<file path="src/rtl/ic_req_queue.sv">
// In-order fetch request queue between the PC stage and the ICache stage.
// Empty queue with a downstream go bypasses straight into the output register.
module ic_req_queue #(
  parameter int ADDR_W  = 32,
  parameter int DEPTH   = 4,
  parameter int STALL_W = 6,
  parameter int STAGE   = 2,
  parameter int CNT_W   = $clog2(DEPTH + 1)
) (
  input  logic               clk,
  input  logic               rst,
  input  logic [STALL_W-1:0] stall,
  input  logic               flush,
  input  logic [ADDR_W-1:0]  pc_pc,
  input  logic               pc_ce,
  output logic [ADDR_W-1:0]  icache_pc,
  output logic               icache_ce,
  output logic               buf_full,
  output logic [CNT_W-1:0]   buf_count,
  output logic               overflow
);

  localparam int PTR_W = $clog2(DEPTH);

  logic [ADDR_W-1:0] mem [DEPTH];
  logic [PTR_W-1:0]  wr_ptr;
  logic [PTR_W-1:0]  rd_ptr;
  logic [CNT_W-1:0]  count;

  logic up_go;
  logic dn_go;
  logic push_req;
  logic empty;
  logic full;
  logic pop;
  logic bypass;
  logic push;
  logic drop;

  assign up_go    = ~stall[STAGE-1];
  assign dn_go    = ~stall[STAGE];
  assign push_req = up_go & pc_ce;
  assign empty    = (count == '0);
  assign full     = (count == CNT_W'(DEPTH));

  // NOTE: every variable gets a default before the conditional logic so no latch is inferred.
  always_comb begin
    pop    = 1'b0;
    bypass = 1'b0;
    push   = 1'b0;
    drop   = 1'b0;
    if (dn_go && !empty) begin
      pop = 1'b1;
    end
    if (dn_go && empty && push_req) begin
      bypass = 1'b1;
    end
    if (push_req && !bypass) begin
      // A pop in the same cycle frees the slot the push would need.
      if (!full || pop) begin
        push = 1'b1;
      end else begin
        drop = 1'b1;
      end
    end
  end

  // NOTE: sequential state is assigned with <= so every flop samples pre-edge values.
  always_ff @(posedge clk) begin
    if (rst) begin
      icache_pc <= '0;
      icache_ce <= 1'b0;
      count     <= '0;
      wr_ptr    <= '0;
      rd_ptr    <= '0;
      overflow  <= 1'b0;
    end else if (flush) begin
      icache_pc <= '0;
      icache_ce <= 1'b0;
      count     <= '0;
      wr_ptr    <= '0;
      rd_ptr    <= '0;
    end else begin
      if (pop) begin
        icache_pc <= mem[rd_ptr];
        icache_ce <= 1'b1;
        rd_ptr    <= rd_ptr + 1'b1;
      end else if (bypass) begin
        icache_pc <= pc_pc;
        icache_ce <= 1'b1;
      end else if (dn_go) begin
        icache_pc <= '0;
        icache_ce <= 1'b0;
      end
      if (push) begin
        wr_ptr <= wr_ptr + 1'b1;
      end
      if (push && !pop) begin
        count <= count + 1'b1;
      end else if (pop && !push) begin
        count <= count - 1'b1;
      end
      if (drop) begin
        overflow <= 1'b1;
      end
    end
  end

  // NOTE: the storage array has no reset; occupancy and pointers alone define what is valid.
  always_ff @(posedge clk) begin
    if (!rst && !flush && push) begin
      mem[wr_ptr] <= pc_pc;
    end
  end

  assign buf_count = count;
  assign buf_full  = full;

  count_in_range: assert property (@(posedge clk) disable iff (rst) count <= CNT_W'(DEPTH));

endmodule

</file>
<file path="config.mk">
export PLATFORM = sky130hd
export DESIGN_NAME = ic_req_queue
export DESIGN_NICKNAME = d
export VERILOG_FILES = /design/src/rtl/ic_req_queue.sv
export SDC_FILE = /design/constraint.sdc
export NUM_CORES = 1
export LEC_CHECK = 0
export BUFFER_PORTS_ARGS = -buffer_cell sky130_fd_sc_hd__buf_2
export CORE_MARGIN = 4
export CORE_UTILIZATION = 40
export CTS_CLUSTER_DIAMETER = 50
export DETAILED_ROUTE_END_ITERATION = 16
export GPL_TIMING_DRIVEN = 0
export PLACE_DENSITY = 0.68
export SKIP_LAST_GASP = 1
export SYNTH_ARGS = -nofsm -noshare
export SYNTH_HDL_FRONTEND = slang
export SYNTH_SLANG_ARGS = --single-unit
</file>
<file path="constraint.sdc">
create_clock -name clk -period 2.33 [get_ports clk]
set_input_delay 0.3495 -clock clk [delete_from_list [all_inputs] [get_ports clk]]
set_output_delay 0.3495 -clock clk [all_outputs]
set_load 0.05 [all_outputs]
</file>
# After elaboration in Yosys (flattened, before gate mapping)
# Memories as Yosys holds them, arrays and structs flattened. A register that Yosys moved wholly into a read port is not among the register bits.
# Index checks and enable logic that the tools add are counted.
[word_totals]
reg_bits = 41
ramBits = 128
out_inout_bits = 38
n_memories = 1
[memory_table]
columns = ["name", "words", "word_bits", "read_ports", "rd_ports_with_merged_regs", "write_ports", "line", "rtl"]
rows = [
  ["mem", 4, 32, 1, 1, 1, "25", "logic [ADDR_W-1:0] mem [DEPTH];"],
]
[classes]
n_mux = 18
reduce_logical = 20
n_bitwise = 4
n_addsub = 4
n_eq_ne = 2
[op_table]
columns = ["cell", "count"]
rows = [
  ["32-bit 2-to-1 mux", 3],
  ["1-bit 2-to-1 mux", 11],
  ["1-bit logical AND", 8],
  ["1-bit zero test", 7],
  ["3-bit 2-to-1 mux", 2],
  ["2-bit by 1-bit adder with 2-bit output, second input constant", 2],
  ["2-bit 2-to-1 mux", 2],
  ["3-bit by 1-bit adder with 3-bit output, second input constant", 1],
  ["3-bit == test, second input constant", 1],
  ["3-bit zero test", 1],
  ["3-bit by 1-bit != test with 1-bit output, second input constant", 1],
  ["1-bit NOT", 3],
  ["3-bit by 1-bit subtractor with 3-bit output, second input constant", 1],
  ["2-bit AND reduction", 1],
  ["2-bit nonzero test", 1],
  ["2-bit OR reduction", 1],
  ["1-bit bitwise AND", 1],
  ["1-bit logical OR", 1],
]

# Logic depth before layout (Yosys ltp)
# Gate-level depths: netlist of run 1.
[logic_depth]
depth_word = 11
ltp_mapped = 9
depth_no_buf = 8

# Worst setup path after synthesis of run 1
# No wires, ideal clock.
[synth_timing]
kind = "reg-to-reg"
from = "register count[0], in the netlist buf_count[0]"
to = "register count[2], in the netlist buf_count[2]"
stages_incl_launch_ff = 9
required_time_ns = 2.260
slack_ns = -0.163
synth_period_minus_slack_ns = 2.493
arrival_ns = 2.423
n_path_buf = 0
path_cell_list = "dfxtp_1 nor2_1 a21oi_1 ha_1 inv_1 fa_1 xor2_1 or3_1 a21oi_1"
[synth_via]
elab_chain_len = 10
[synth_lines]
columns = ["element", "line", "rtl"]
rows = [
  ["from (decl)", "28", "logic [CNT_W-1:0] count;"],
  ["from (signal assigned)", "99", "count <= count + 1'b1;"],
  ["from (signal assigned)", "101", "count <= count - 1'b1;"],
  ["3-bit zero test", "43", "assign empty = (count == '0);"],
  ["1-bit zero test or 1-bit logical AND (tied branches)", "52, 55", ""],
  ["1-bit logical AND, on equally long branches", "52, 55", ""],
  ["1-bit 2-to-1 mux, on equally long branches", "52, 55", ""],
  ["1-bit logical OR or 1-bit zero test (tied branches)", "60, 58", ""],
  ["1-bit 2-to-1 mux or 1-bit logical AND (tied branches)", "60, 58", ""],
  ["1-bit 2-to-1 mux (*)", "58", "if (push_req && !bypass) begin"],
  ["via push", "37", "logic push;"],
  ["1-bit zero test", "100", "end else if (pop && !push) begin"],
  ["1-bit logical AND", "100", ""],
  ["2-bit nonzero test (no source line)", "--", ""],
]
# Mark *: on every way through the listed nets, which the timed path passes. The rest lies on a longest branch. The select of a mux whose other input is x is not followed.
# A chain may end at the register's enable or synchronous reset.

# Final worst setup path of run 1
[layout_timing]
from = "register count[2], in the netlist buf_count[2]"
to = "register count[2], in the netlist buf_count[2]"
# Same word-level chain as after synthesis.

==> results of run 1 <==
[flip-flops by register name, summed over array words and instances (netlist names), named ones only]
register / count
rd_ptr: 2
overflow: 1
mem: 128
buf_count: 3
icache_ce: 1
icache_pc: 32
wr_ptr: 2
[cells in the mapped netlist (3+ instances only)]
master,count,share of area (%)
buf_6,4,0.69
dfxtp_1,43,13
nor2_1,5,0.29
a221o_1,32,4.9
nand2_1,4,0.23
clkbuf_1,9,0.52
edfxtp_1,128,59
mux2i_1,3,0.46
and3_1,32,3.1
ha_1,5,0.96
buf_2,4,0.31
mux4_2,32,11
and2_1,5,0.48
a21oi_1,5,0.38
inv_1,5,0.29
buf_12,3,0.92
[cell families after synthesis]
family | after synthesis
DFF | 171
and+or+nand+nor | 57
AOI/OAI and AO/OA | 43
muxes | 35
buffers and inverters | 26
adders and majority gates | 6
xor gates and xnor gates | 3
[cell usage in the layout (no fill, tap or decap), types with 5 or more instances in the layout]
| cell | synthesis | routed |
|---|---|---|
| edfxtp_1 | 128 | 128 |
| inv_1 | 5 | 5 |
| buf_2 | 4 | 79 |
| ha_1 | 5 | 5 |
| dfxtp_1 | 43 | 40 |
| a221o_1 | 32 | 32 |
| clkbuf_16 | 0 | 17 |
| clkbuf_1 | 9 | 11 |
| bufinv_16 | 0 | 6 |
| mux4_2 | 32 | 32 |
| and3_1 | 32 | 32 |
| nor2_1 | 5 | 5 |
[critical path: cells and delay by family, from the launching register on]
| family | cells | cell delay, ns |
|---|---|---|
| flops | 1 | 0.44 |
| buf+inv | 1 | 0.06 |
| xor+xnor | 2 | 0.31 |
| fa+ha+maj | 2 | 0.60 |
| simple gates | 1 | 0.30 |
| compound gates | 2 | 0.42 |
[power groups by stage]
| stage | sequential (mW) | combinational, mW | clock [mW] |
|---|---|---|---|
| 2_1_floorplan | 3.46 | 0.151 | 0 |
| 3_3_place_gp | 3.39 | 0.345 | 0 |
| 3_5_place_dp | 3.39 | 0.361 | 0 |
| 4_1_cts | 3.32 | 0.364 | 3.21 |
| 5_1_grt | 3.33 | 0.393 | 3.35 |
| 6_report | 3.33 | 0.363 | 3.15 |
[metal layers]
metal | share of wire (%) | global-route usage, % | vias up
met5 | 0 | 0 | -
met4 | 1.6 | 5.54 | 0
met3 | 7.5 | 5.42 | 21
met2 | 49 | 25.2 | 114
met1 | 42 | 20.8 | 1860
li1 | - | - | 1606
[per-stage QoR]
stage / utilization [%] / cell area [um2]
global placement: 45.0 / 7150
finish: 50.0 / 7940
floorplan: - / 6500
CTS: 49.9 / 7930
detailed placement: 45.7 / 7260
global route: 50.0 / 7940
[timing repair]
action / 4_1_cts / 5_1_grt
hold endpoints to repair: 0 / 0
setup buffers: 0 / 0
resized for setup: 0 / 2
endpoints found under the setup margin: 0 / 1
[path summary, 6_finish.rpt]
path,start,depth (start not counted),end
max,buf_count[2],8,buf_count[2]
min,rst,2,overflow
max reg2reg,buf_count[2],8,buf_count[2]
min reg2reg,overflow,2,overflow
[layout make-up]
cell class,instances,area share (%)
Buffer,21,2.10
Inverter,5,0.236
Tap cell,216,3.40
Sequential cell,171,59.3
Multi-Input combinational cell,144,20.5
Clock buffer,20,5.62
Timing Repair Buffer,79,6.11
Clock inverter,12,2.74
Antenna cell,1,0.0315
==> flow_summary_export.csv, run 1 <==
group,metric,value,unit
status,outcome,"completed",
final_layout,num-nets-final,487,
cts,cts_hold_buf,0,
sta,relSlewSlack,51.6,%
routing,wl,13.7,mm
final_layout,multiInputGateArea,1630,um2
routing,drtIter0Drc,300,
cts,cts_tree,"built",
yosys,synth_cell_types,34,
pwr,total_power,6.84,mW
sta,final_hold_viol_count,0,
die,rows,46,
pwr,p_int,5.47,mW
final_layout,fin_cells,669,
yosys,muxShareOfSynthArea,11.5,%
yosys,async_flop_share,0,%
cts,clk_root_buffer_cell,"clkbuf_16",
placed_design,dp_cells,636,
yosys,synth_xor_area_share,0.404,%
yosys,yosysWarnings,0,
routing,post_drt_wl_per_cell,20.5,um
pwr,p_clk_share,46.1,%
critical_path,max_stage_delay,0.44,ns
pwr,power_frac_seq,48.6,%
die,die_x,135,um
routing,viasPerCell,5.38,
yosys,synthCells,341,
yosys,syn_area_per_cell,19.1,um2
critical_path,cp.required,2.68,ns
yosys,synth_nets,389,
sta,fmax,0.455,GHz
critical_path,r2r_slack,0.13,ns
critical_path,cp-start-kind,"register",
cts,cts_sinks,171,
sta,fin_setup_tns,0,ns
routing,drc,0,
sta,fin_crit,2.20,ns
die,top_level_ports,80,
die,core-area,15900,um2
global_route,grt_max_degree,20,
yosys,synth_top_family_by_area,"multiplexers",
routing,firstDrtPassIters,4,
final_layout,fillCellCount,1343,
cts,cts_buffer_depth,2,
routing,vias,3601,
sta,worst_slew_pin_slew,0.726,ns
final_layout,register_area,4710,um2
critical_path,slowest_stage,"dfxtp_2",
critical_path,crit_arrival,2.54,ns
die,dieArea,18400,um2
placed_design,place_ws,-0.304,ns
yosys,syn_area,6500,um2
sta,finClkSkew,0.00610,ns
die,die_y,135,um
global_route,grt_pass1_vias,3820,
yosys,synthFlopType,"edfxtp_1",
global_route,antenna_found_initial,0,
global_route,grt_pass1_wl,21.8,mm
sta,rsz0062_at_grt,"false",
yosys,synth_edf_count,128,
pwr,peakVddDrop,0.000606,V
routing,ant_nets,0,
pwr,combPwrFrac,5.3,%
critical_path,path_cells,"xnor2_1 > a21oi_2 > ha_1 > inv_1 > fa_1 > xor2_1 > or3_1 > a21oi_1",
placed_design,io_buffers,75,
global_route,overflow,0,
cts,cts.clk_slew.worst_paths,0.06,ns
critical_path,worstSetupPathType,"register to register",
sta,fin_ws,0.132,ns
pwr,powerDensity,861,nW/um2
final_layout,syn2layout_area_growth,22.2,%
yosys,synth.yosys.seq_area_share,72.4,%
yosys,synthSimpleGateAreaFrac,5.62,%
run,maxCapViolCount,0,
cts,clk_latency,0.42,ns
sta,slew_viol_final,0,
sta,fin_crit_sh,94.3,%
placed_design,gp_congestion,0.691,
pwr,leakage,2.92,nW
yosys,synth.ff_latch_count,171,
placed_design,place.detailed.hpwl,8.74,mm
cts,cts-buffers-inserted,17,
yosys,synth_compound_area_share,5.93,%
min_path,min_path_type,"input port to register",
cts,htreeDepth,4,
pwr,swShare,20.1,%
critical_path,cp_max_fo,8,
sta,hold_ws,0.120,ns
global_route,grt_usage,16.0,%
sta,finalSetupViolCount,0,
pwr,switchingPower,1.37,mW
yosys,synth_adder_area_share,1.27,%
final_layout,drive_above_1_share,36.7,%
critical_path,end_kind,"register",
die,start_util,40.9,%
Power figures use the tool's default switching activity.
==> run 2, diff against run 1 <==
--- a/config.mk
+++ b/config.mk
@@ -6,11 +6,14 @@
 export NUM_CORES = 1
 export LEC_CHECK = 0
 export BUFFER_PORTS_ARGS = -buffer_cell sky130_fd_sc_hd__buf_2
+export CAP_MARGIN = 40
 export CORE_MARGIN = 4
 export CORE_UTILIZATION = 40
 export CTS_CLUSTER_DIAMETER = 50
+export CTS_CLUSTER_SIZE = 28
 export DETAILED_ROUTE_END_ITERATION = 16
 export GPL_TIMING_DRIVEN = 0
+export MAX_ROUTING_LAYER = met4
 export PLACE_DENSITY = 0.68
 export SKIP_LAST_GASP = 1
 export SYNTH_ARGS = -nofsm -noshare
==> run 2 against run 1 <==
  * Critical path depth is the same
  * Final cell count is the same
  * Largest cell class unchanged
  * Via count shrank 0.14%
  * Clock skew is essentially flat
  * Critical endpoint unchanged
  * Sequential power is essentially flat
  * First-iteration DRC count grew 8.3%
  * Total power shrank 0.10%
  * Clock power is essentially flat
  * Wire length shrank 0.45%
  * Flip-flop and latch count is the same
==> flow_summary_export.csv, run 2 (synthesized netlist as in run 1, its figures left out) <==
group,metric,value,unit
critical_path,critPathBufInv,1,
placed_design,gp_congestion,0.699,
final_layout,drive_above_1_share,36.7,%
cts,cts-buffers-inserted,17,
critical_path,ff2ff_path_depth,8,
cts,cts_sinks,171,
die,core-area,15900,um2
sta,hold_ws,0.123,ns
cts,cts_buffer_depth,2,
sta,fin_crit_sh,94.8,%
global_route,grt_max_degree,20,
die,start_util,40.9,%
cts,cts_resized,0,
sta,rsz0062_at_grt,"false",
pwr,powerDensity,861,nW/um2
die,dieArea,18400,um2
final_layout,regMostFlops,"mem",
cts,cts_tree,"built",
die,top_level_ports,80,
critical_path,cp.required,2.67,ns
global_route,grt_usage,16.5,%
min_path,min_path_cells,2,
die,die_y,135,um
cts,clk_root_buffer_cell,"clkbuf_16",
min_path,holdPathEnd,"overflow",
critical_path,worst_r2r_endpoint,"buf_count[2]",
pwr,leakage,2.92,nW
global_route,antenna_found_initial,0,
critical_path,slowest_stage,"dfxtp_2",
placed_design,place.detailed.hpwl,8.74,mm
routing,firstDrtPassIters,5,
sta,slew_viol_final,0,
min_path,holdCritStartpoint,"rst",
pwr,combPwrFrac,5.3,%
final_layout,layout_commonest_cell,"edfxtp_1",
final_layout,syn2layout_area_growth,22.2,%
pwr,peakVddDrop,0.000602,V
pwr,power_frac_seq,48.7,%
pwr,switchingPower,1.36,mW
critical_path,max_stage_delay,0.44,ns
placed_design,dp_cells,636,
routing,post_drt_wl_per_cell,20.5,um
pwr,total_power,6.83,mW
routing,drtIter0Drc,325,
sta,fin_ws,0.122,ns
critical_path,r2r_start,"buf_count[2]",
global_route,overflow,0,
pwr,swShare,20.0,%
sta,relSlewSlack,52.1,%
final_layout,num-nets-final,487,
routing,vias,3596,
critical_path,crit_arrival,2.55,ns
critical_path,path_cells,"xnor2_1 > a21oi_2 > ha_1 > inv_1 > fa_1 > xor2_1 > or3_1 > a21oi_1",
global_route,grt_pass1_wl,21.8,mm
critical_path,r2r_slack,0.12,ns
die,rows,46,
sta,finalSetupViolCount,0,
critical_path,cp_max_fo,8,
pwr,p_int,5.47,mW
min_path,min_path_type,"input port to register",
sta,fmax,0.453,GHz
run,maxCapViolCount,0,
die,die_x,135,um
cts,clk_latency,0.42,ns
sta,fin_crit,2.21,ns
cts,htreeDepth,4,
routing,drc,0,
pwr,p_clk_share,46.0,%
final_layout,fin_cells,669,
critical_path,critical_path.top_delay_family,"adder cells",
placed_design,place_ws,-0.304,ns
status,outcome,"completed",
sta,finClkSkew,0.00595,ns
routing,viasPerCell,5.38,
final_layout,final_cell_mix,"128 x edfxtp_1, 79 x buf_2, 40 x dfxtp_1",
sta,final_hold_viol_count,0,
critical_path,worstSetupPathType,"register to register",
sta,worst_slew_pin_slew,0.718,ns
cts,cts_hold_buf,0,
sta,fin_setup_tns,0,ns
final_layout,largest_register_ffs,128,
critical_path,cp-start-kind,"register",
critical_path,end_kind,"register",
routing,ant_nets,0,
cts,cts.clk_slew.worst_paths,0.06,ns
cts,post_cts_buffers,0,
global_route,grt_pass1_vias,3813,
routing,wl,13.7,mm
placed_design,io_buffers,75,
[run 2: cell counts in the layout (fill, tap and decap cells not counted)]
No cell type changed its count.
[run 2: how the worst max path moves through the flow]
stage                 startpoint      endpoint  slack [ns]  cells past startpoint
floorplan           buf_count[2]  buf_count[2]        0.08                      8
global route        buf_count[2]  buf_count[2]       0.007                      8
finish              buf_count[2]  buf_count[2]        0.12                      8
detailed placement      stall[2]  buf_count[2]       -0.30                     10
CTS                 buf_count[2]  buf_count[2]        0.03                      8
global placement        stall[2]    mem[0][23]       -0.84                      5
[run 2: power by group through the flow]
stage | Combinational (mW) | Sequential, mW | Clock [mW]
after CTS | 0.364 | 3.32 | 3.21
after detailed placement | 0.361 | 3.39 | 0
after floorplan | 0.151 | 3.46 | 0
after global routing | 0.393 | 3.33 | 3.35
after global placement | 0.345 | 3.39 | 0
final | 0.363 | 3.33 | 3.14
[run 2: metrics by stage]
step,instance area (um2),utilization [%]
final,7940,50.0
after CTS,7930,49.9
after floorplan,6500,-
after detailed placement,7260,45.7
after global routing,7940,50.0
after global placement,7150,45.0
[run 2: cell type report]
type / count / area [um2]
fillers: 1343 / 7940
flip-flops and latches: 171 / 4710
multi-input cells: 144 / 1630
repair buffers: 79 / 485
clock buffers: 20 / 447
well taps: 216 / 270
clock inverters: 12 / 218
plain buffers: 21 / 166
inverters: 5 / 18.8
diodes: 1 / 2.50
[run 2: routing by layer]
| layer | GRT usage, % | up-vias | wire, um |
|---|---|---|---|
| met4 | 5.54 | 0 | 210 |
| met3 | 5.16 | 22 | 1020 |
| li1 | - | 1608 | - |
| met2 | 25.2 | 125 | 6710 |
| met1 | 21.0 | 1841 | 5750 |
| met5 | - | - | 0 |
